File: src/rtl/jtag_tap_core.sv
// jtag_tap_core: IEEE 1149.1 TAP controller with IR, decoder, BYPASS/IDCODE DRs and falling-edge TDO
module jtag_tap_core #(
    parameter int                  IR_WIDTH         = 4,
    parameter logic [31:0]         IDCODE_VALUE     = 32'h1000_0001,
    parameter logic [IR_WIDTH-1:0] IDCODE_OPCODE    = 4'b0001,
    parameter logic [IR_WIDTH-1:0] BYPASS_OPCODE    = 4'b1111,
    parameter logic [IR_WIDTH-1:0] EXTEST_OPCODE    = 4'b0000,
    parameter logic [IR_WIDTH-1:0] SAMPLE_OPCODE    = 4'b0010,
    parameter int                  NUM_USER_DR      = 2,
    parameter logic [IR_WIDTH-1:0] USER_OPCODE_BASE = 4'b1000
) (
    input  logic                   TCK,
    input  logic                   TRSTN,
    input  logic                   TMS,
    input  logic                   TDI,
    output logic                   TDO,
    output logic                   TDOEnable,
    output logic                   Reset,
    output logic                   Select,
    output logic                   CaptureDR,
    output logic                   ShiftDR,
    output logic                   UpdateDR,
    output logic                   CaptureIR,
    output logic                   ShiftIR,
    output logic                   UpdateIR,
    output logic [IR_WIDTH-1:0]    Instruction,
    output logic                   Mode,
    output logic                   BsrSelect,
    input  logic                   BsrTDO,
    output logic [NUM_USER_DR-1:0] UserSelect,
    input  logic [NUM_USER_DR-1:0] UserTDO
);
    typedef enum logic [3:0] {
        stTlr, stRti,
        stSelDr, stCapDr, stShDr, stEx1Dr, stPauDr, stEx2Dr, stUpdDr,
        stSelIr, stCapIr, stShIr, stEx1Ir, stPauIr, stEx2Ir, stUpdIr
    } tapState_t;

    tapState_t state, nextState;
    logic [IR_WIDTH-1:0] irShift;
    logic [31:0] idReg;
    logic bypassReg;
    logic [NUM_USER_DR-1:0] userHit;
    logic isBypassOp, idcodeSel, bypassSel, drOut, tdoMux;

    // TAP state register, advanced by TMS on rising TCK
    always_ff @(posedge TCK or negedge TRSTN)
        if (!TRSTN) state <= stTlr;
        else state <= nextState;

    // Standard 1149.1 transition table
    always_comb begin
        nextState = state;
        case (state)
            stTlr:   nextState = TMS ? stTlr   : stRti;
            stRti:   nextState = TMS ? stSelDr : stRti;
            stSelDr: nextState = TMS ? stSelIr : stCapDr;
            stCapDr: nextState = TMS ? stEx1Dr : stShDr;
            stShDr:  nextState = TMS ? stEx1Dr : stShDr;
            stEx1Dr: nextState = TMS ? stUpdDr : stPauDr;
            stPauDr: nextState = TMS ? stEx2Dr : stPauDr;
            stEx2Dr: nextState = TMS ? stUpdDr : stShDr;
            stUpdDr: nextState = TMS ? stSelDr : stRti;
            stSelIr: nextState = TMS ? stTlr   : stCapIr;
            stCapIr: nextState = TMS ? stEx1Ir : stShIr;
            stShIr:  nextState = TMS ? stEx1Ir : stShIr;
            stEx1Ir: nextState = TMS ? stUpdIr : stPauIr;
            stPauIr: nextState = TMS ? stEx2Ir : stPauIr;
            stEx2Ir: nextState = TMS ? stUpdIr : stShIr;
            stUpdIr: nextState = TMS ? stSelDr : stRti;
            default: nextState = stTlr;
        endcase
    end

    assign Reset     = state == stTlr;
    assign Select    = state >= stSelIr;
    assign CaptureDR = state == stCapDr;
    assign ShiftDR   = state == stShDr;
    assign UpdateDR  = state == stUpdDr;
    assign CaptureIR = state == stCapIr;
    assign ShiftIR   = state == stShIr;
    assign UpdateIR  = state == stUpdIr;

    for (genvar k = 0; k < NUM_USER_DR; k++) begin : gUser
        assign userHit[k] = Instruction == USER_OPCODE_BASE + IR_WIDTH'(k);
    end

    assign isBypassOp = Instruction == BYPASS_OPCODE;
    assign idcodeSel  = !isBypassOp && Instruction == IDCODE_OPCODE;
    assign BsrSelect  = !isBypassOp && !idcodeSel && (Instruction == EXTEST_OPCODE || Instruction == SAMPLE_OPCODE);
    assign UserSelect = (isBypassOp || idcodeSel || BsrSelect) ? '0 : userHit;
    assign bypassSel  = !(idcodeSel || BsrSelect || |UserSelect);
    assign Mode       = Instruction == EXTEST_OPCODE;

    assign drOut  = idcodeSel ? idReg[0] : BsrSelect ? BsrTDO : |UserSelect ? |(UserSelect & UserTDO) : bypassReg;
    assign tdoMux = ShiftIR ? irShift[0] : drOut;

    // Instruction shift register: capture 01 pattern, shift LSB out
    always_ff @(posedge TCK or negedge TRSTN)
        if (!TRSTN) irShift <= '0;
        else if (CaptureIR) irShift <= IR_WIDTH'(2'b01);
        else if (ShiftIR) irShift <= {TDI, irShift[IR_WIDTH-1:1]};

    // Single-bit bypass register
    always_ff @(posedge TCK or negedge TRSTN)
        if (!TRSTN) bypassReg <= 1'b0;
        else if (bypassSel && CaptureDR) bypassReg <= 1'b0;
        else if (bypassSel && ShiftDR) bypassReg <= TDI;

    // IDCODE register, reloaded on capture
    always_ff @(posedge TCK or negedge TRSTN)
        if (!TRSTN) idReg <= IDCODE_VALUE;
        else if (idcodeSel && CaptureDR) idReg <= IDCODE_VALUE;
        else if (idcodeSel && ShiftDR) idReg <= {TDI, idReg[31:1]};

    // Falling-edge instruction latch and retimed TDO/TDOEnable
    always_ff @(negedge TCK or negedge TRSTN)
        if (!TRSTN) begin
            Instruction <= IDCODE_OPCODE;
            TDO         <= 1'b0;
            TDOEnable   <= 1'b0;
        end else begin
            if (Reset) Instruction <= IDCODE_OPCODE;
            else if (UpdateIR) Instruction <= irShift;
            TDOEnable <= ShiftDR || ShiftIR;
            TDO       <= (ShiftDR || ShiftIR) && tdoMux;
        end
endmodule
File: config.mk
export PLATFORM = sky130hd
export DESIGN_NAME = jtag_tap_core
export DESIGN_NICKNAME = d
export VERILOG_FILES = /design/src/rtl/jtag_tap_core.sv
export SDC_FILE = /design/constraint.sdc
export NUM_CORES = 1
export LEC_CHECK = 0
export BUFFER_PORTS_ARGS = -buffer_cell sky130_fd_sc_hd__buf_2
export CAP_MARGIN = 5
export CORE_AREA = 2 2 67 76
export CTS_CLUSTER_SIZE = 20
export DETAILED_ROUTE_END_ITERATION = 8
export DIE_AREA = 0 0 69 78
export PLACE_DENSITY = 0.73
export SETUP_SLACK_MARGIN = 0.05
export SYNTH_ARGS = -nofsm -noshare
export SYNTH_HDL_FRONTEND = slang
export SYNTH_SLANG_ARGS = --single-unit
export TNS_END_PERCENT = 5
File: constraint.sdc
create_clock -name TCK -period 2.27 [get_ports TCK]
set_clock_uncertainty 0.2 [all_clocks]
set_input_delay 0.3405 -clock TCK [delete_from_list [all_inputs] [get_ports TCK]]
set_output_delay 0.3405 -clock TCK [all_outputs]
set_load 0.01 [all_outputs]
; ---- Yosys cells after proc, flatten, opt, wreduce, memory -nomap -nowiden
; Index checks and enable logic that the tools add are counted.
[op_classes]
order_cmp = 1
eq_ne = 20
mux = 26
n_bitwise = 1
reduce_logical = 28
[ops]
columns = op, n
row1 = 2-to-1 mux 32 bit, 2
row2 = case mux 4 bit (12 select lines), 1
row3 = equality test 4 bit (second input constant), 11
row4 = 2-to-1 mux 4 bit, 8
row5 = equality test 4 x 3 -> 1 bit (second input constant), 4
row6 = equality test 4 x 2 -> 1 bit (second input constant), 3
row7 = 2-to-1 mux 1 bit, 9
row8 = equality test 4 x 1 -> 1 bit (second input constant), 2
row9 = logical AND 1 bit, 8
row10 = zero test 4 bit, 2
row11 = 2-to-1 mux 2 bit, 4
row12 = nonzero test 2 bit, 4
row13 = OR reduction 2 bit, 4
row14 = logical OR 1 bit, 6
row15 = 2-to-1 mux 3 bit, 2
row16 = >= comparator 4 bit (second input constant), 1
row17 = zero test 1 bit, 3
row18 = OR reduction 3 bit, 1
row19 = bitwise AND 2 bit, 1
[totals]
ff_bits = 47
in_bits = 7
wordCells = 83

; ---- Depth between registers and ports, before layout
; Gate-level depths: netlist of run 1.
[depth]
word_depth = 15
depth_mapped = 6
depth_no_buf = 4

==> summary.txt, run 1 <==
Synthesis
  • Post-synth EDFFs: 0
  • Mean Syn Cell Area: 10.04 sq um
  • Post-Syn Nets: 240
  • Async S/R FF share, synth: 1.000
  • Distinct cell type count of the synthesized netlist: 45
  • Synth Flop Type: dfrtp_1
  • Yosys top cell by area: dfrtp_1
  • Seq/Total Area, Yosys: 0.5045
  • Post-Synthesis Cell Area: 0.002338 sq mm
  • Syn Inst Count: 233
  • Yosys warning count: 0
  • Synthesized flop and latch total: 47
  • Top post-synthesis cells by area: dfrtp_1 (42%), mux2i_1 (7.7%), dfrtn_1 (5.4%)
  • Top cell type's share of synthesized area: 0.4173

Die
  • Die X: 69 microns
  • Core Rows: 26
  • Starting density of the core: 0.5135
  • Die area: 0.005382 sq mm
  • # IOs: 25
  • Total core area: 0.004554 sq mm
  • Die Span Y: 78 microns

Detailed routing
  • Post-route ant nets: 0
  • Met1 WL: 2444 microns
  • Post-Route WL: 5528 microns
  • DR WL/cell: 16.16 microns
  • Top sig layer: met4
  • Drt pass-1 iters: 4
  • Met2 WL post-DR: 2714 microns
  • Routed vias: 1872
  • DR vias/cell: 5.474
  • DRC violation count after routing: 0
  • Metal3 WL: 239 microns
  • 1st-iter DRT viols: 172

Layout
  • Multi-input gate area: 0.001082 sq mm
  • FF/Latch Area: 0.001180 sq mm
  • N_diodes: 0
  • Fillcell total: 317
  • Share of post-route cells with drive strength above 1: 0.3566
  • Nets: 292
  • Area delta synth->final: 32.26%
  • Final Cell Area: 0.003093 sq mm

Run
  • Max-cap viol count: 0

Worst setup path
  • Worst path required time: 2.26 ns
  • Max incr delay on CP: 0.39 ns
  • WP buf/inv: 2
  • Setup crit start kind: register
  • WP data arrival: 3.16 ns
  • Critical path capture point type: register
  • Crit path cell chain: or3_4, a2111oi_4, buf_6, clkbuf_16, mux2_4
  • Crit Path Max Fanout: 6
  • Crit-path leading delay family: simple AND/OR/NAND/NOR gates
  • Slowest-stage cell, CP: or3_4
  • Critical path type: reg2reg

STA
  • Worst-Margin Slew: 0.3198 ns
  • RSZ-0062 raised after global routing: true
  • Final hold vios: 0
  • Slew Viols, Final: 0
  • Relative slew slack: 0.7868
  • Final TNS setup: -34.38 ns
  • PnR worst setup slack: -0.9020 ns
  • Final setup fails: 49

Global routing
  • Gr ovfl total: 0
  • First-pass GRT wire length: 7941 microns
  • Initial antenna violation count: 0
  • All-Layer GR Usage: 0.1850
  • Largest net degree at the start of global routing: 26
  • Vias in the first global route: 1654

Place
  • PortBufs: 24
  • Gp weighted congestion: 0.7840
  • Post-DP HPWL: 3232 microns
  • Placed cell area: 0.002730 sq mm

Clock network
  • Root buf cell: clkbuf_8
  • Clock Pin Slew Worst Setup and Hold Paths: 0.09 ns
  • Max clock buf depth: 2
  • H-tree levels: 2
  • TritonCTS clock tree: built
  • Num CTS Buffers: 5
  • Clock Latency Late Sink: 0.36 ns
  • Count of clock tree sinks: 47

Outcome
  • Outcome: finished, violations left
  • Failing checks: setup timing

Pwr
  • Power per cell area: 1348 mW/mm^2
  • VDD IR-drop max: 0.7165 mV
  • LEAKAGE: 0.001484 uW

Min path
  • Hold/Removal Path Class: in2reg
-- per-stage QoR --
| step | worst slack, ns | power (uW) | util | hold slack [ns] | cells |
|---|---|---|---|---|---|
| global route | -0.9220 | 4393 | 0.6791 | 0.1056 | 342 |
| detailed placement | -0.9097 | 3037 | 0.5995 | 0.04202 | 328 |
| floorplan | -1.069 | 2434 | - | -0.1551 | 233 |
| global placement | -0.8675 | 2999 | 0.5995 | 0.04191 | 328 |
| CTS | -0.9168 | 3771 | 0.6415 | 0.09941 | 337 |
| finish | -0.9020 | 4170 | 0.6791 | 0.09204 | 342 |
-- synth_stat cells (4+ instances only) --
library cell   n
mux2i_1       18
o21ai_0        5
mux2_2         6
inv_1         25
a21oi_1        7
clkbuf_1      16
nor3_1         4
dfrtn_1        5
nand2_1       18
dfrtp_1       39
nor2_1        29
mux2_1        10
-- per-layer routing --
| layer | global-route usage | up-vias |
|---|---|---|
| met4 | 0.07647 | 0 |
| li1 | - | 890 |
| met5 | 0 | - |
| met3 | 0.04026 | 12 |
| met2 | 0.3000 | 50 |
| met1 | 0.2401 | 920 |
-- final cells by class --
cell class | count | area share
Multi-Input combinational cell | 141 | 0.3499
Clock buffer | 6 | 0.02670
Sequential cell | 47 | 0.3815
Tap cell | 56 | 0.02265
Timing Repair Buffer | 64 | 0.1760
Inverter | 25 | 0.03074
Clock inverter | 3 | 0.01254
-- kinds of logic after synthesis --
family,after synthesis,synth area share
flip-flops,47,0.5046
AND/OR/NAND/NOR,75,0.1573
AO/OA/AOI/OAI,31,0.1001
multiplexers,34,0.1541
buffers and inverters,45,0.08026
XOR/XNOR,1,0.003746
-- worst paths after layout --
| path | start | end | slack [ns] | cells after the start |
|---|---|---|---|---|
| setup / recovery | Instruction[1]$_DFFE_NN0P_ | idReg[31]$_DFFE_PN0P_ | -0.90 | 5 |
| hold / removal | TDI | irShift[3]$_DFFE_PN0P_ | 0.09 | 2 |
| setup reg to reg | Instruction[1]$_DFFE_NN0P_ | idReg[31]$_DFFE_PN0P_ | -0.90 | 5 |
| hold reg to reg | idReg[28]$_DFFE_PN1P_ | idReg[28]$_DFFE_PN1P_ | 0.28 | 2 |
| max in group asynchronous | TRSTN | Instruction[0]$_DFFE_NN1P_ | 0.24 | 2 |
| min in group asynchronous | TRSTN | idReg[31]$_DFFE_PN0P_ | 0.25 | 2 |
-- state kept, by name (all words and copies together) (netlist names) --
| register | flops |
|---|---|
| Instruction | 4 |
| bypassReg | 1 |
| irShift | 4 |
| TDO | 1 |
| idReg | 32 |
| state | 4 |
| TDOEnable | 1 |
-- timing repair --
item | 4_1_cts | 5_1_grt
pin swaps | 1 | 3
setup buffers | 0 | 2
gates cloned | 0 | 3
hold buffers | 1 | 0
endpoints found under the setup margin | 50 | 51
hold endpoints to repair | 3 | 0
gates resized for setup | 13 | 24
-- placed cells by master, fill, tap and decap left out, types with 5 or more instances in the layout --
cell type | Yosys | final
a21oi_1 | 7 | 7
clkbuf_8 | 0 | 6
buf_2 | 0 | 20
buf_4 | 1 | 25
dfrtp_1 | 39 | 39
o21ai_0 | 5 | 5
nand2_1 | 18 | 17
mux2i_1 | 18 | 17
dfrtn_1 | 5 | 5
inv_1 | 25 | 25
nor2_1 | 29 | 28
mux2_4 | 0 | 15
buf_6 | 2 | 13
-- power by group --
group | switching [uW] | total, uW | internal [uW]
sequential | 158 | 1230 | 1070
combinational | 1070 | 2290 | 1220
clock | 296 | 654 | 358
total | 1520 | 4170 | 2650
Note: power is estimated with default switching activity, not from simulation.
==> run 2: changes to the inputs <==
--- a/config.mk
+++ b/config.mk
@@ -7,11 +7,11 @@
 export LEC_CHECK = 0
 export BUFFER_PORTS_ARGS = -buffer_cell sky130_fd_sc_hd__buf_2
 export CAP_MARGIN = 5
-export CORE_AREA = 2 2 67 76
+export CORE_AREA = 2 2 71 73
 export CTS_CLUSTER_SIZE = 20
 export DETAILED_ROUTE_END_ITERATION = 8
-export DIE_AREA = 0 0 69 78
-export PLACE_DENSITY = 0.73
+export DIE_AREA = 0 0 73 75
+export PLACE_DENSITY = 0.72
 export SETUP_SLACK_MARGIN = 0.05
 export SYNTH_ARGS = -nofsm -noshare
 export SYNTH_HDL_FRONTEND = slang
==> run 2 against run 1 <==
Against the previous run:
- the run still ends with setup timing left
- final area down 1.0%
- routed wire length down 7.7%
- hold slack improved by 0.0024 ns
- core utilization decreased by 2.2 points
- final cell count decreased by 1.2%
- first-iteration DRC count fell by 23%
- sequential share of layout area rose by 0.39 points
- non-clock buffer count is 2 lower
- register-to-register slack got worse by 0.02 ns
- critical path type unchanged
- largest power group unchanged
==> summary.txt, run 2 (synthesized netlist as in run 1, its figures left out) <==
Worst setup path
  • Critical path type: reg2reg
  • Critical R2R Launch: Instruction[0]$_DFFE_NN1P_
  • FF-to-FF End: idReg[13]$_DFFE_PN0P_
  • Worst Setup SP: Instruction[0]$_DFFE_NN1P_
  • Crit Path Max Fanout: 6 (unchanged)
  • Critical path capture point type: register
  • Reg2Reg Setup Slack: -0.92 ns (-0.02 ns)
  • Worst path required time: 2.26 ns (about the same)
  • Setup crit start kind: register
  • WP data arrival: 3.18 ns (+0.02 ns)
  • FF-to-FF path depth: 5 (unchanged)
  • Critical Path End: idReg[13]$_DFFE_PN0P_

Place
  • PortBufs: 24 (unchanged)
  • Gp weighted congestion: 0.7564 (-3.5%)
  • Cell count after placement: 321 (-2.1%)
  • Post-DP HPWL: 3216 microns (-0.49%)
  • Worst slack, placed: -0.9286 ns (-0.01896 ns)

Clock network
  • Max clock buf depth: 2 (unchanged)
  • Clock Pin Slew Worst Setup and Hold Paths: 0.09 ns (about the same)
  • TritonCTS clock tree: built
  • Count of clock tree sinks: 47 (unchanged)
  • Num CTS Buffers: 5 (unchanged)
  • Root buf cell: clkbuf_8
  • Clock Latency Late Sink: 0.36 ns (about the same)
  • H-tree levels: 2 (unchanged)

Layout
  • Commonest non-fill, non-tap cell in the layout: dfrtp_1
  • Nets: 290 (-0.68%)
  • Commonest non-fill, non-tap cells in the layout: dfrtp_1 (39), nor2_1 (27), inv_1 (24), buf_4 (24), buf_2 (20)
  • Largest register FFs: 32 (unchanged)
  • Final Non-Filler Cells: 338 (-1.2%)
  • Area delta synth->final: 30.93%
  • Biggest register: idReg
  • Share of post-route cells with drive strength above 1: 0.3415 (-0.01509)
  • N_diodes: 0 (unchanged)

Detailed routing
  • Post-route ant nets: 0 (unchanged)
  • Post-Route WL: 5101 microns (-7.7%)
  • DRC violation count after routing: 0 (unchanged)
  • Routed vias: 1811 (-3.3%)
  • DR vias/cell: 5.358 (-2.1%)
  • 1st-iter DRT viols: 133 (-23%)
  • DR WL/cell: 15.09 microns (-6.6%)
  • Drt pass-1 iters: 4 (unchanged)

STA
  • Slew Viols, Final: 0 (unchanged)
  • RSZ-0062 raised after global routing: true
  • Worst-Margin Slew: 0.4019 ns (+0.08218 ns)
  • PnR worst setup slack: -0.9228 ns (-0.02077 ns)
  • Final hold vios: 0 (unchanged)
  • Final setup fails: 49 (unchanged)
  • Relative slew slack: 0.7320 (-0.05479)

Die
  • Core Rows: 25 (-3.8%)
  • # IOs: 25 (unchanged)
  • Starting density of the core: 0.5017 (-0.01172)
  • Die area: 0.005475 sq mm (+1.7%)
  • Die Span Y: 75 microns (-3.8%)
  • Die X: 73 microns (+5.8%)
  • Total core area: 0.004661 sq mm (+2.3%)

Global routing
  • Initial antenna violation count: 0 (unchanged)
  • All-Layer GR Usage: 0.1980 (+0.01304)
  • Gr ovfl total: 0 (unchanged)
  • Vias in the first global route: 1719 (+3.9%)
  • First-pass GRT wire length: 8266 microns (+4.1%)
  • Largest net degree at the start of global routing: 35 (+35%)

Outcome
  • Outcome: finished, violations left
  • Failing checks: setup timing

Pwr
  • Power per cell area: 1355 mW/mm^2 (+0.53%)
  • LEAKAGE: 0.001467 uW (-1.1%)
  • VDD IR-drop max: 0.6561 mV (-8.4%)

Run
  • Max-cap viol count: 0 (unchanged)

Min path
  • Beginning of the worst hold path: TDI
  • Hold/Removal Path Class: in2reg
[run 2: critical path, stage by stage, from the launching register on]
cell and delay [ns]:
dfstp_2 0.53, inv_2 0.05, a2111oi_4 0.40, buf_4 0.23, clkbuf_16 0.16, mux2_1 0.31
[run 2: cell type report]
type                       count  area, sq um
inverter                      25        96.34
fill                         341         1599
timing repair buffer          62        529.3
clock inverter                 4        50.05
clock buffer                   5        68.82
multi-input combinational    141         1070
sequential                    47         1180
tap                           54        67.56
[run 2: routing by layer]
metal	wire length, microns	global-route usage	vias to the layer above	part of all wire
met4	37	0.06173	0	0.0073
met2	2579	0.3303	32	0.51
met3	135	0.04016	4	0.026
met1	2349	0.2607	886	0.46
li1	-	-	889	-
met5	0	0	-	0
[run 2: worst min-delay path by stage]
| stage | cells after the start | to | slack [ns] |
|---|---|---|---|
| 6_report | 2 | irShift[3]$_DFFE_PN0P_ | 0.09 |
| 5_1_grt | 2 | irShift[3]$_DFFE_PN0P_ | 0.08 |
| 4_1_cts | 2 | irShift[3]$_DFFE_PN0P_ | 0.09 |
| 3_5_place_dp | 1 | bypassReg$_DFFE_PN0P_ | 0.06 |
| 3_3_place_gp | 1 | bypassReg$_DFFE_PN0P_ | 0.05 |
| 2_1_floorplan | 0 | bypassReg$_DFFE_PN0P_ | -0.16 |
[run 2: metrics by stage]
stage / instance area (sq um) / power (uW) / setup TNS [ns] / hold slack, ns / utilization
6_report: 3062 / 4149 / -34.67 / 0.09439 / 0.6569
5_1_grt: 3062 / 4404 / -36.87 / 0.07979 / 0.6569
4_1_cts: 2969 / 3975 / -32.82 / 0.09445 / 0.6370
3_5_place_dp: 2690 / 3015 / -31.88 / 0.05501 / 0.5772
3_3_place_gp: 2690 / 2961 / -30.31 / 0.04732 / 0.5772
2_1_floorplan: 2382 / 2434 / -36.31 / -0.1551 / -
[run 2: repair_timing]
item	in CTS	in global routing
cloned	2	1
gates resized for setup	16	14
buffers inserted	4	1
hold buffers	1	0
pin swaps	2	0
setup endpoints to repair	51	51
hold endpoints to repair	7	0
[run 2: where the power goes]
part | internal (uW) | total, uW | switching, uW
registers | 1070 | 1220 | 151
logic | 1240 | 2300 | 1060
clock network | 334 | 633 | 299
total | 2640 | 4150 | 1510
==> run 3: changes to the inputs <==
--- a/config.mk
+++ b/config.mk
@@ -11,7 +11,8 @@
 export CTS_CLUSTER_SIZE = 20
 export DETAILED_ROUTE_END_ITERATION = 8
 export DIE_AREA = 0 0 73 75
-export PLACE_DENSITY = 0.72
+export MAX_ROUTING_LAYER = met4
+export PLACE_DENSITY_LB_ADDON = 0.3
 export SETUP_SLACK_MARGIN = 0.05
 export SYNTH_ARGS = -nofsm -noshare
 export SYNTH_HDL_FRONTEND = slang
==> run 3 against run 2 <==
Against the previous run:
- the run still ends with setup timing left
- sequential power hardly changed
- final area is 1.3% lower
- first-iteration DRC count is 26% lower
- setup slack worse by 0.015 ns
- count of clock-buffer cells in the layout stayed put
- clock power is 1% higher
==> summary.txt, run 3 (synthesized netlist as in run 1, its figures left out) <==
Layout
  • Share of post-route cells with drive strength above 1: 0.3416 (about the same)
  • Area delta synth->final: 29.27%
  • Commonest non-fill, non-tap cell in the layout: dfrtp_1
  • N_diodes: 0 (unchanged)
  • Largest register FFs: 32 (unchanged)
  • Commonest non-fill, non-tap cells in the layout: dfrtp_1 (36), nor2_1 (27), inv_1 (24)
  • Nets: 287 (-1.0%)
  • Util after Layout: 0.6486 (-0.008322)
  • Biggest register: idReg
  • Final Cell Area: 0.003023 sq mm (-1.3%)

Die
  • Core Rows: 25 (unchanged)
  • Total core area: 0.004661 sq mm (unchanged)
  • # IOs: 25 (unchanged)
  • Starting density of the core: 0.5017 (unchanged)
  • Die area: 0.005475 sq mm (unchanged)
  • Die X: 73 microns (unchanged)
  • Die Span Y: 75 microns (unchanged)

Worst setup path
  • FF-to-FF End: idReg[5]$_DFFE_PN0P_
  • Crit Path Max Fanout: 14 (+8)
  • Reg2Reg Setup Slack: -0.94 ns (-0.02 ns)
  • Setup crit start kind: register
  • Critical Path End: idReg[5]$_DFFE_PN0P_
  • Critical path capture point type: register
  • FF-to-FF path depth: 5 (unchanged)
  • Worst Setup SP: Instruction[1]$_DFFE_NN0P_
  • WP data arrival: 3.20 ns (+0.02 ns)
  • Crit path cell chain: or3_4, a2111oi_4, buf_4, buf_12, mux2_2
  • Slowest-stage cell, CP: or3_4
  • Max incr delay on CP: 0.41 ns (-0.12 ns)
  • Worst path required time: 2.26 ns (about the same)
  • Critical path type: reg2reg
  • Critical R2R Launch: Instruction[1]$_DFFE_NN0P_

Clock network
  • Clock Pin Slew Worst Setup and Hold Paths: 0.09 ns (about the same)
  • Num CTS Buffers: 5 (unchanged)
  • Count of clock tree sinks: 47 (unchanged)
  • TritonCTS clock tree: built
  • Max clock buf depth: 2 (unchanged)
  • Root buf cell: clkbuf_8
  • Clock Latency Late Sink: 0.35 ns (about the same)
  • H-tree levels: 2 (unchanged)

Pwr
  • Power per cell area: 1328 mW/mm^2 (-2.0%)
  • VDD IR-drop max: 0.5521 mV (-16%)
  • LEAKAGE: 0.001445 uW (-1.5%)

STA
  • Final TNS setup: -34.91 ns (-0.2402 ns)
  • PnR worst setup slack: -0.9379 ns (-0.01512 ns)
  • Final hold vios: 0 (unchanged)
  • RSZ-0062 raised after global routing: true
  • Worst-Margin Slew: 0.4329 ns (+0.03091 ns)
  • Slew Viols, Final: 0 (unchanged)
  • Relative slew slack: 0.7114 (-0.02061)
  • Final setup fails: 49 (unchanged)

Global routing
  • Initial antenna violation count: 0 (unchanged)
  • First-pass GRT wire length: 8418 microns (+1.8%)
  • Vias in the first global route: 1793 (+4.3%)
  • All-Layer GR Usage: 0.2054 (+0.007409)
  • Gr ovfl total: 0 (unchanged)
  • Largest net degree at the start of global routing: 35 (unchanged)

Detailed routing
  • Drt pass-1 iters: 4 (unchanged)
  • DRC violation count after routing: 0 (unchanged)
  • Routed vias: 1792 (-1.0%)
  • DR WL/cell: 14.80 microns (-1.9%)
  • DR vias/cell: 5.349 (-0.16%)
  • 1st-iter DRT viols: 99 (-26%)
  • Post-Route WL: 4959 microns (-2.8%)
  • Post-route ant nets: 0 (unchanged)

Place
  • PortBufs: 24 (unchanged)
  • Post-DP HPWL: 3267 microns (+1.6%)
  • Gp weighted congestion: 0.7492 (-0.95%)
  • Placed cell area: 0.002713 sq mm (+0.84%)

Min path
  • Hold/Removal Path Class: in2reg

Outcome
  • Failing checks: setup timing
  • Outcome: finished, violations left

Run
  • Max-cap viol count: 0 (unchanged)
-- run 3: changes by cell type in the layout (fill, tap and decap cells not counted), moves of 2 or more --
cell	before	now
mux2_4	11	8
dfrtp_2	0	3
dfrtp_1	39	36
mux2_1	4	6
-- run 3: how the worst min path moves through the flow --
| stage | end | start | slack, ns | depth (start not counted) |
|---|---|---|---|---|
| final | irShift[3]$_DFFE_PN0P_ | TDI | 0.11 | 2 |
| after global routing | irShift[3]$_DFFE_PN0P_ | TDI | 0.12 | 2 |
| after CTS | irShift[3]$_DFFE_PN0P_ | TDI | 0.11 | 2 |
| after detailed placement | bypassReg$_DFFE_PN0P_ | TRSTN | 0.05 | 1 |
| after global placement | bypassReg$_DFFE_PN0P_ | TRSTN | 0.05 | 1 |
| after floorplan | bypassReg$_DFFE_PN0P_ | TRSTN | -0.16 | 0 |
-- run 3: timing repair --
item / 4_1_cts / 5_1_grt
gates resized for setup: 28 / 6
hold buffers: 1 / 0
buffers inserted: 1 / 0
endpoints found under the hold margin: 7 / 0
setup endpoints to repair: 51 / 51
pin swaps: 4 / 3
gates cloned: 1 / 0
-- run 3: stage by stage --
step / worst slack (ns) / total power, uW / hold WS, ns / std cells
finish: -0.9379 / 4014 / 0.1084 / 335
global route: -0.9567 / 4254 / 0.1194 / 335
CTS: -0.8989 / 3980 / 0.1084 / 335
detailed placement: -0.9220 / 3049 / 0.04878 / 324
global placement: -0.8822 / 2990 / 0.04602 / 324
floorplan: -1.069 / 2434 / -0.1551 / 233
-- run 3: final cells by class --
| class | count | area (sq um) |
|---|---|---|
| fill | 354 | 1638 |
| sequential | 47 | 1184 |
| multi-input combinational | 141 | 1075 |
| timing repair buffer | 59 | 475.5 |
| inverter | 25 | 101.3 |
| clock buffer | 5 | 68.82 |
| tap | 54 | 67.56 |
| clock inverter | 4 | 51.30 |
-- run 3: layer usage --
| metal | part of all wire | vias to the layer above | routed length, microns | track usage |
|---|---|---|---|---|
| li1 | - | 879 | - | - |
| met1 | 0.48 | 872 | 2381 | 0.2762 |
| met2 | 0.48 | 35 | 2379 | 0.3053 |
| met3 | 0.026 | 6 | 129 | 0.04284 |
| met4 | 0.014 | 0 | 69 | 0.08025 |
| met5 | 0 | - | 0 | - |
-- run 3: worst max-delay path, delay by kind of cell (launching register included) --
family                 cells  cell delay, ns
multiplexers               1            0.33
flip-flops                 1            0.35
AO/OA/AOI/OAI              1            0.33
buffers and inverters      2            0.34
AND/OR/NAND/NOR            1            0.41
-- run 3: power breakdown --
| group | internal, uW | total [uW] | switching [uW] |
|---|---|---|---|
| Clock | 336 | 641 | 304 |
| Combinational | 1130 | 2150 | 1020 |
| Sequential | 1070 | 1230 | 154 |
| Total | 2540 | 4010 | 1480 |
